==> config.mk <==
export PLATFORM = sky130hd
export DESIGN_NAME = hovalaag_host_driver
export DESIGN_NICKNAME = d
export VERILOG_FILES = /design/src/rtl/hovalaag_bus_pkg.sv /design/src/rtl/hovalaag_chunk_sched.sv /design/src/rtl/hovalaag_host_driver.sv
export SDC_FILE = /design/constraint.sdc
export NUM_CORES = 1
export LEC_CHECK = 0
export ABC_AREA = 1
export CAP_MARGIN = 25
export CORE_ASPECT_RATIO = 0.9
export CORE_MARGIN = 3
export CORE_UTILIZATION = 55
export CTS_CLUSTER_SIZE = 25
export DETAILED_ROUTE_END_ITERATION = 16
export GPL_TIMING_DRIVEN = 0
export PLACE_DENSITY = 0.76
export SYNTH_ARGS = -nofsm -noshare
export SYNTH_HDL_FRONTEND = slang
export SYNTH_SLANG_ARGS = --single-unit
export TNS_END_PERCENT = 20
==> constraint.sdc <==
create_clock -name clk -period 2.4 [get_ports clk]
set_input_delay 0.36 -clock clk [delete_from_list [all_inputs] [get_ports clk]]
set_output_delay 0.36 -clock clk [all_outputs]
set_load 0.005 [all_outputs]
==> src/rtl/hovalaag_bus_pkg.sv <==
// Shared definitions for the Hovalaag wrapper bus: addresses, status bits,
// host-driver FSM states and the request payload with its 6-bit chunk map.
package hovalaag_bus_pkg;

  localparam int unsigned ADDR_W     = 4;
  localparam int unsigned DIN_W      = 6;
  localparam int unsigned DOUT_W     = 8;
  localparam int unsigned NUM_CHUNKS = 9;
  localparam int unsigned INSTR_W    = 32;
  localparam int unsigned VAL_W      = 12;
  localparam int unsigned STAT_W     = 4;
  localparam int unsigned PC_W       = 8;

  localparam logic [ADDR_W-1:0] ADDR_INSTR0    = 4'd0;
  localparam logic [ADDR_W-1:0] ADDR_INSTR1    = 4'd1;
  localparam logic [ADDR_W-1:0] ADDR_INSTR2    = 4'd2;
  localparam logic [ADDR_W-1:0] ADDR_INSTR3    = 4'd3;
  localparam logic [ADDR_W-1:0] ADDR_INSTR4    = 4'd4;
  localparam logic [ADDR_W-1:0] ADDR_EXEC      = 4'd5;
  localparam logic [ADDR_W-1:0] ADDR_IN1_LO    = 4'd6;
  localparam logic [ADDR_W-1:0] ADDR_IN1_HI    = 4'd7;
  localparam logic [ADDR_W-1:0] ADDR_IN2_LO    = 4'd8;
  localparam logic [ADDR_W-1:0] ADDR_IN2_HI    = 4'd9;
  localparam logic [ADDR_W-1:0] ADDR_RD_PC     = 4'd6;
  localparam logic [ADDR_W-1:0] ADDR_RD_OUT_LO = 4'd7;
  localparam logic [ADDR_W-1:0] ADDR_RD_OUT_HI = 4'd8;
  localparam logic [ADDR_W-1:0] ADDR_IDLE      = 4'd15;

  localparam int unsigned STAT_IN1_ADV    = 0;
  localparam int unsigned STAT_IN2_ADV    = 1;
  localparam int unsigned STAT_OUT1_VALID = 2;
  localparam int unsigned STAT_OUT2_VALID = 3;

  typedef enum logic [2:0] {
    IDLE,
    WRITE,
    EXEC,
    RD_PC,
    RD_OUTL,
    RD_OUTH,
    RESP
  } state_t;

  typedef logic [DIN_W-1:0] chunk_t;

  typedef struct packed {
    logic [INSTR_W-1:0] instr;
    logic [VAL_W-1:0]   in1;
    logic [VAL_W-1:0]   in2;
  } req_t;

  // Wrapper address of chunk idx, in write order.
  function automatic logic [ADDR_W-1:0] chunk_addr(input int unsigned idx);
    case (idx)
      0:       chunk_addr = ADDR_IN1_LO;
      1:       chunk_addr = ADDR_IN1_HI;
      2:       chunk_addr = ADDR_IN2_LO;
      3:       chunk_addr = ADDR_IN2_HI;
      4:       chunk_addr = ADDR_INSTR0;
      5:       chunk_addr = ADDR_INSTR1;
      6:       chunk_addr = ADDR_INSTR2;
      7:       chunk_addr = ADDR_INSTR3;
      8:       chunk_addr = ADDR_INSTR4;
      default: chunk_addr = ADDR_IDLE;
    endcase
  endfunction

  // Payload bits carried by chunk idx.
  function automatic chunk_t chunk_data(input req_t r, input int unsigned idx);
    case (idx)
      0:       chunk_data = r.in1[5:0];
      1:       chunk_data = r.in1[11:6];
      2:       chunk_data = r.in2[5:0];
      3:       chunk_data = r.in2[11:6];
      4:       chunk_data = r.instr[5:0];
      5:       chunk_data = r.instr[11:6];
      6:       chunk_data = r.instr[17:12];
      7:       chunk_data = r.instr[23:18];
      8:       chunk_data = r.instr[29:24];
      default: chunk_data = '0;
    endcase
  endfunction

endpackage

==> src/rtl/hovalaag_chunk_sched.sv <==
// Picks the lowest-order dirty chunk as a one-hot vector.
module hovalaag_chunk_sched
  import hovalaag_bus_pkg::*;
(
  input  logic [NUM_CHUNKS-1:0] dirty,
  output logic [NUM_CHUNKS-1:0] pick,
  output logic                  any
);

  // x & -x isolates the lowest set bit.
  assign pick = dirty & (~dirty + NUM_CHUNKS'(1));
  assign any  = |dirty;

endmodule

==> src/rtl/hovalaag_host_driver.sv <==
// Host-side initiator that serialises one execute request into Hovalaag
// wrapper bus cycles and collects status, PC and OUT into one response.
module hovalaag_host_driver
  import hovalaag_bus_pkg::*;
#(
  parameter bit SKIP_UNCHANGED = 1'b1
) (
  input  logic        clk,
  input  logic        reset_n,
  input  logic        req_valid,
  output logic        req_ready,
  input  logic [31:0] req_instr,
  input  logic [11:0] req_in1,
  input  logic [11:0] req_in2,
  output logic        resp_valid,
  input  logic        resp_ready,
  output logic [3:0]  resp_status,
  output logic [7:0]  resp_pc,
  output logic [11:0] resp_out,
  output logic        hov_reset,
  output logic [3:0]  hov_addr,
  output logic [5:0]  hov_io_in,
  input  logic [7:0]  hov_io_out,
  output logic        busy
);

  state_t                  state_q, state_d;
  req_t                    req_q, req_d, req_in, src;
  logic [NUM_CHUNKS-1:0]   dirty_q, dirty_d, dirty_new, sched_in, pick;
  logic                    any;
  chunk_t                  shadow_q [NUM_CHUNKS];
  chunk_t                  shadow_d [NUM_CHUNKS];
  logic [ADDR_W-1:0]       pick_addr, addr_d;
  chunk_t                  pick_data, io_in_d;
  logic                    resp_valid_d, launch;
  logic [STAT_W-1:0]       status_d;
  logic [PC_W-1:0]         pc_d;
  logic [VAL_W-1:0]        out_d;

  assign req_in = '{instr: req_instr, in1: req_in1, in2: req_in2};

  // Chunk payloads come straight from the request port on the accept cycle.
  always_comb begin
    src = (state_q == IDLE) ? req_in : req_q;
    for (int unsigned i = 0; i < NUM_CHUNKS; i++) begin
      dirty_new[i] = !SKIP_UNCHANGED || (chunk_data(req_in, i) != shadow_q[i]);
    end
    sched_in = (state_q == IDLE) ? dirty_new : dirty_q;
  end

  hovalaag_chunk_sched u_sched (
    .dirty (sched_in),
    .pick  (pick),
    .any   (any)
  );

  always_comb begin
    pick_addr = ADDR_IDLE;
    pick_data = '0;
    for (int unsigned i = 0; i < NUM_CHUNKS; i++) begin
      if (pick[i]) begin
        pick_addr = chunk_addr(i);
        pick_data = chunk_data(src, i);
      end
    end
  end

  // Next-state and next-output logic; all bus and response outputs are registered.
  always_comb begin
    state_d      = state_q;
    req_d        = req_q;
    dirty_d      = dirty_q;
    shadow_d     = shadow_q;
    addr_d       = hov_addr;
    io_in_d      = hov_io_in;
    resp_valid_d = resp_valid;
    status_d     = resp_status;
    pc_d         = resp_pc;
    out_d        = resp_out;
    launch       = 1'b0;

    case (state_q)
      IDLE: begin
        if (req_valid && req_ready) begin
          req_d  = req_in;
          launch = 1'b1;
        end
      end
      WRITE: launch = 1'b1;
      EXEC: begin
        status_d = hov_io_out[STAT_W-1:0];
        state_d  = RD_PC;
        addr_d   = ADDR_RD_PC;
        // Read addresses alias write registers; replay the shadow so a write is harmless.
        io_in_d  = shadow_q[0];
      end
      RD_PC: begin
        pc_d = hov_io_out;
        if (resp_status[STAT_OUT2_VALID] || resp_status[STAT_OUT1_VALID]) begin
          state_d = RD_OUTL;
          addr_d  = ADDR_RD_OUT_LO;
          io_in_d = shadow_q[1];
        end else begin
          out_d        = '0;
          state_d      = RESP;
          addr_d       = ADDR_IDLE;
          io_in_d      = '0;
          resp_valid_d = 1'b1;
        end
      end
      RD_OUTL: begin
        out_d[7:0] = hov_io_out;
        state_d    = RD_OUTH;
        addr_d     = ADDR_RD_OUT_HI;
        io_in_d    = shadow_q[2];
      end
      RD_OUTH: begin
        out_d[11:8]  = hov_io_out[3:0];
        state_d      = RESP;
        addr_d       = ADDR_IDLE;
        io_in_d      = '0;
        resp_valid_d = 1'b1;
      end
      RESP: begin
        if (resp_ready) begin
          state_d      = IDLE;
          resp_valid_d = 1'b0;
        end
      end
      default: state_d = IDLE;
    endcase

    // Drive the next dirty chunk, or the execute cycle once none remain.
    if (launch) begin
      if (any) begin
        state_d = WRITE;
        addr_d  = pick_addr;
        io_in_d = pick_data;
        dirty_d = sched_in & ~pick;
        for (int unsigned i = 0; i < NUM_CHUNKS; i++) begin
          if (pick[i]) shadow_d[i] = pick_data;
        end
      end else begin
        state_d = EXEC;
        addr_d  = ADDR_EXEC;
        io_in_d = {4'b0000, src.instr[31:30]};
        dirty_d = '0;
      end
    end
  end

  always_ff @(posedge clk) begin
    hov_reset <= !reset_n;
    if (!reset_n) begin
      state_q     <= IDLE;
      req_q       <= '0;
      dirty_q     <= '0;
      for (int unsigned i = 0; i < NUM_CHUNKS; i++) shadow_q[i] <= '0;
      hov_addr    <= ADDR_IDLE;
      hov_io_in   <= '0;
      resp_valid  <= 1'b0;
      resp_status <= '0;
      resp_pc     <= '0;
      resp_out    <= '0;
      req_ready   <= 1'b0;
      busy        <= 1'b0;
    end else begin
      state_q     <= state_d;
      req_q       <= req_d;
      dirty_q     <= dirty_d;
      shadow_q    <= shadow_d;
      hov_addr    <= addr_d;
      hov_io_in   <= io_in_d;
      resp_valid  <= resp_valid_d;
      resp_status <= status_d;
      resp_pc     <= pc_d;
      resp_out    <= out_d;
      req_ready   <= (state_d == IDLE);
      busy        <= (state_d != IDLE);
    end
  end

endmodule

==> results.yml <==
synth:
  yosys.cell_count.top_type: "sky130_fd_sc_hd__nand2_1"
  post_synth_main_area_contributors: "sky130_fd_sc_hd__dfxtp_1 (39%), sky130_fd_sc_hd__nand2_1 (15%), sky130_fd_sc_hd__o21ai_0 (8.9%)"
  synth_ff_type: "sky130_fd_sc_hd__dfxtp_1"
  synth_common_cells: "sky130_fd_sc_hd__nand2_1 (310), sky130_fd_sc_hd__nor2_1 (167), sky130_fd_sc_hd__dfxtp_1 (153)"
  synth_top_cell_by_area: "sky130_fd_sc_hd__dfxtp_1"
  synth_largest_type_area_fraction_pct: 39.4
  post_syn_area_per_cell_sq_um: 6.58
  postSynthCellCount: 1183
  synth_enable_flop_cells: 0
  synth.ff_latch_count: 153
  yosysUniqueCellTypes: 40
  postSynth.asyncResetShare_pct: 0
  ys.warnings.count: 0
  mappedNetlistNets: 1251
  mappedNetlistArea_sq_um: 7780
  synth_sequential_area_ratio_pct: 39.4
timing:
  min_period_ns: 2.63
  clock-skew-final_ns: 0.00705
  final_period_util_pct: 109
  final-max-slew-violation-count: 0
  final-hold-violation-count: 0
  setup-violations-final: 64
  finalSetupTns_ns: -10.58
  fmaxAchievable_ghz: 0.381
  rsz_0062_raised_after_global_routing: "yes"
  max_slew.worst_pin.slew_ns: 0.872
  max-slew-margin-rel_pct: 41.4
  finalWorstSetupSlack_ns: -0.227
die:
  die_y_um: 119
  design.portCount: 106
  area_enclosed_by_the_die_boundary_sq_um: 15600
  core_region_area_sq_um: 13600
  row_count: 40
  floorplan.initialDensity_pct: 57.2
  die_span_x_um: 131
final_layout:
  final_cell_count_no_fill: 1550
  multi_input_comb_area_sq_um: 4410
  nNetsFinal: 1416
  final_layout_size_suffix_gt1_share_pct: 14.1
  fillerInstances: 1055
  insertedDiodeCount: 0
  final-seq-area_sq_um: 3070
  finish.utilization_pct: 77.0
  layout-area-overhead-vs-synth_pct: 34.7
power:
  power_density_nw_per_um2: 1050
  max-vdd-ir-drop_v: 0.000719
  p_leak_nw: 4.35
  p_total_mw: 11.0
clocking:
  clk_transition_reported_paths_ns: 0.07
  cts_max_path_buffers: 2
  cts.hold.buffers_added: 0
  cts_tree: "done"
  worstSkewPairLatency_ns: 0.43
  clock_sink_count: 153
  clk_root_buffer_cell: "sky130_fd_sc_hd__clkbuf_16"
  clock_tree.htree_level_count: 4
  cts_made_buffers: 17
global_route:
  groute.usage.overall_pct: 33.1
  largest_net_degree_at_the_start_of_global_routing: 17
  vias_in_the_first_global_route: 7654
  grt_first_pass_wirelength_um: 41200
  grt_remaining_overflow: 0
  antenna_found_initial: 0
min_path:
  worst_hold_path_type: "flop to flop"
  min-delay-start: "req_q[49]"
setup_path:
  regToRegStartpoint: "state_q[1]"
  worst-endpoint-required_ns: 2.73
  arrival_ns: 2.95
  setup.worst_path.end_class: "flop"
  cp-startpoint: "state_q[1]"
  start_kind: "flop"
  cp_max_fo: 7
  worst-setup-path-type: "flop to flop"
route:
  wl_per_cell_um: 17.4
  routed-via-count: 8672
  drt.antenna.violating_nets: 0
  drt-total-wl_um: 27000
  drc_errors: 0
  dr.first_iter.drc_count: 1011
  drt_pre_antenna_iters: 6
  route.detailed.vias_per_inst: 5.59
placement:
  globalplace.congestion: 0.909
  preCtsSetupSlack_ns: -0.781
  post-dp-hpwl_um: 17600
  dp_cells: 1477
  port_buffers: 105
status:
  violations: "setup timing"
  run_status: "complete, but fails checks"
run:
  max_cap_viol_count: 0
[layout by cell type, fill, tap and decap left out, types with 5 or more instances in the layout]
| master | instances |
|---|---|
| sky130_fd_sc_hd__xor2_1 | 9 |
| sky130_fd_sc_hd__nand2_4 | 11 |
| sky130_fd_sc_hd__nand4_1 | 6 |
| sky130_fd_sc_hd__nand3_2 | 6 |
| sky130_fd_sc_hd__inv_6 | 9 |
| sky130_fd_sc_hd__clkbuf_16 | 17 |
| sky130_fd_sc_hd__o21ai_0 | 137 |
| sky130_fd_sc_hd__nor2_4 | 12 |
| sky130_fd_sc_hd__nand3_1 | 29 |
| sky130_fd_sc_hd__clkdlybuf4s50_1 | 104 |
| sky130_fd_sc_hd__nor2_1 | 146 |
| sky130_fd_sc_hd__buf_6 | 9 |
| sky130_fd_sc_hd__nand2_1 | 296 |
| sky130_fd_sc_hd__xnor2_1 | 16 |
| sky130_fd_sc_hd__a21oi_1 | 95 |
| sky130_fd_sc_hd__nor3_1 | 5 |
| sky130_fd_sc_hd__o22ai_1 | 5 |
| sky130_fd_sc_hd__clkbuf_1 | 33 |
| sky130_fd_sc_hd__nand2_2 | 12 |
| sky130_fd_sc_hd__a21oi_2 | 5 |
| sky130_fd_sc_hd__clkinvlp_4 | 5 |
| sky130_fd_sc_hd__inv_1 | 115 |
| sky130_fd_sc_hd__nand4_4 | 5 |
| sky130_fd_sc_hd__o21ai_1 | 6 |
| sky130_fd_sc_hd__inv_2 | 11 |
| sky130_fd_sc_hd__buf_4 | 29 |
| sky130_fd_sc_hd__dfxtp_1 | 150 |
| sky130_fd_sc_hd__nor2_2 | 16 |
[metrics by stage]
step | instance area [sq um] | hold WS (ns)
3_5_place_dp | 9070 | 0.443
5_1_grt | 10500 | 0.465
4_1_cts | 10300 | 0.452
6_report | 10500 | 0.452
3_3_place_gp | 9070 | 0.435
2_1_floorplan | 7780 | 0.424
[final timing paths]
| check | endpoint | slack [ns] | cells after the start |
|---|---|---|---|
| worst max-delay path | shadow_q[41] | -0.23 | 17 |
| worst min-delay path | req_q[49] | 0.45 | 2 |
| worst max register to register | shadow_q[41] | -0.23 | 17 |
| worst min register to register | req_q[49] | 0.45 | 2 |
[metal layers]
metal | vias up | global-route usage (%) | part of all wire, %
met5 | - | 0 | 0
met4 | 0 | 13.3 | 3.7
met3 | 86 | 8.32 | 11
met2 | 533 | 49.5 | 43
met1 | 3943 | 46.1 | 42
li1 | 4110 | - | -
[flip-flops by register name, summed over array words and instances (netlist names)]
register and flops:
busy 1, dirty_q 8, hov_addr 4, hov_io_in 6
hov_reset 1, req_q 50, req_ready 1, resp_out 12
resp_pc 8, resp_status 4, resp_valid 1, shadow_q 54
state_q 3
[where the power goes]
| group | leakage (nW) | internal (mW) | switching (mW) |
|---|---|---|---|
| clock network | 0.277 | 1.47 | 1.22 |
| logic | 2.83 | 1.87 | 3.25 |
| registers | 1.24 | 2.98 | 0.242 |
[critical path, cell delays in order (launching register included)]
cell	delay [ns]
sky130_fd_sc_hd__dfxtp_4	0.36
sky130_fd_sc_hd__nor2_4	0.17
sky130_fd_sc_hd__nand2_8	0.13
sky130_fd_sc_hd__buf_4	0.16
sky130_fd_sc_hd__nor2_1	0.12
sky130_fd_sc_hd__nand2_2	0.10
sky130_fd_sc_hd__nor2_1	0.21
sky130_fd_sc_hd__nor2_4	0.11
sky130_fd_sc_hd__nor2_4	0.24
sky130_fd_sc_hd__nand4_1	0.11
sky130_fd_sc_hd__nand2_1	0.09
sky130_fd_sc_hd__nand2_1	0.07
sky130_fd_sc_hd__nand2_1	0.10
sky130_fd_sc_hd__nand2_2	0.10
sky130_fd_sc_hd__nand2_4	0.14
sky130_fd_sc_hd__nand2_8	0.09
sky130_fd_sc_hd__o21ai_1	0.16
sky130_fd_sc_hd__inv_1	0.06
[logic make-up (layout without fill, tap and decap cells)]
family                 after synthesis  count (layout)  share of synthesized area (%)
AO/OA/AOI/OAI                      270             270                           18.4
XOR/XNOR                            25              25                           2.81
buffers and inverters              177             354                           8.73
flip-flops                         153             153                           39.4
AND/OR/NAND/NOR                    558             559                           30.7
[what timing repair did]
action / CTS / global route
pin swaps: 21 / 23
cloned: 2 / 0
endpoints found under the setup margin: 76 / 66
endpoints found under the hold margin: 0 / 0
buffers inserted: 31 / 9
gates resized for setup: 88 / 44
[area by class of cell]
cell class | count | area share (%)
buffer | 45 | 1.99
inverter | 131 | 4.91
tap | 189 | 2.26
clock inverter | 15 | 1.47
multi-input combinational | 854 | 42.1
clock buffer | 17 | 4.06
timing repair buffer | 146 | 13.9
sequential | 153 | 29.3
(Power assumes the default switching activity.)
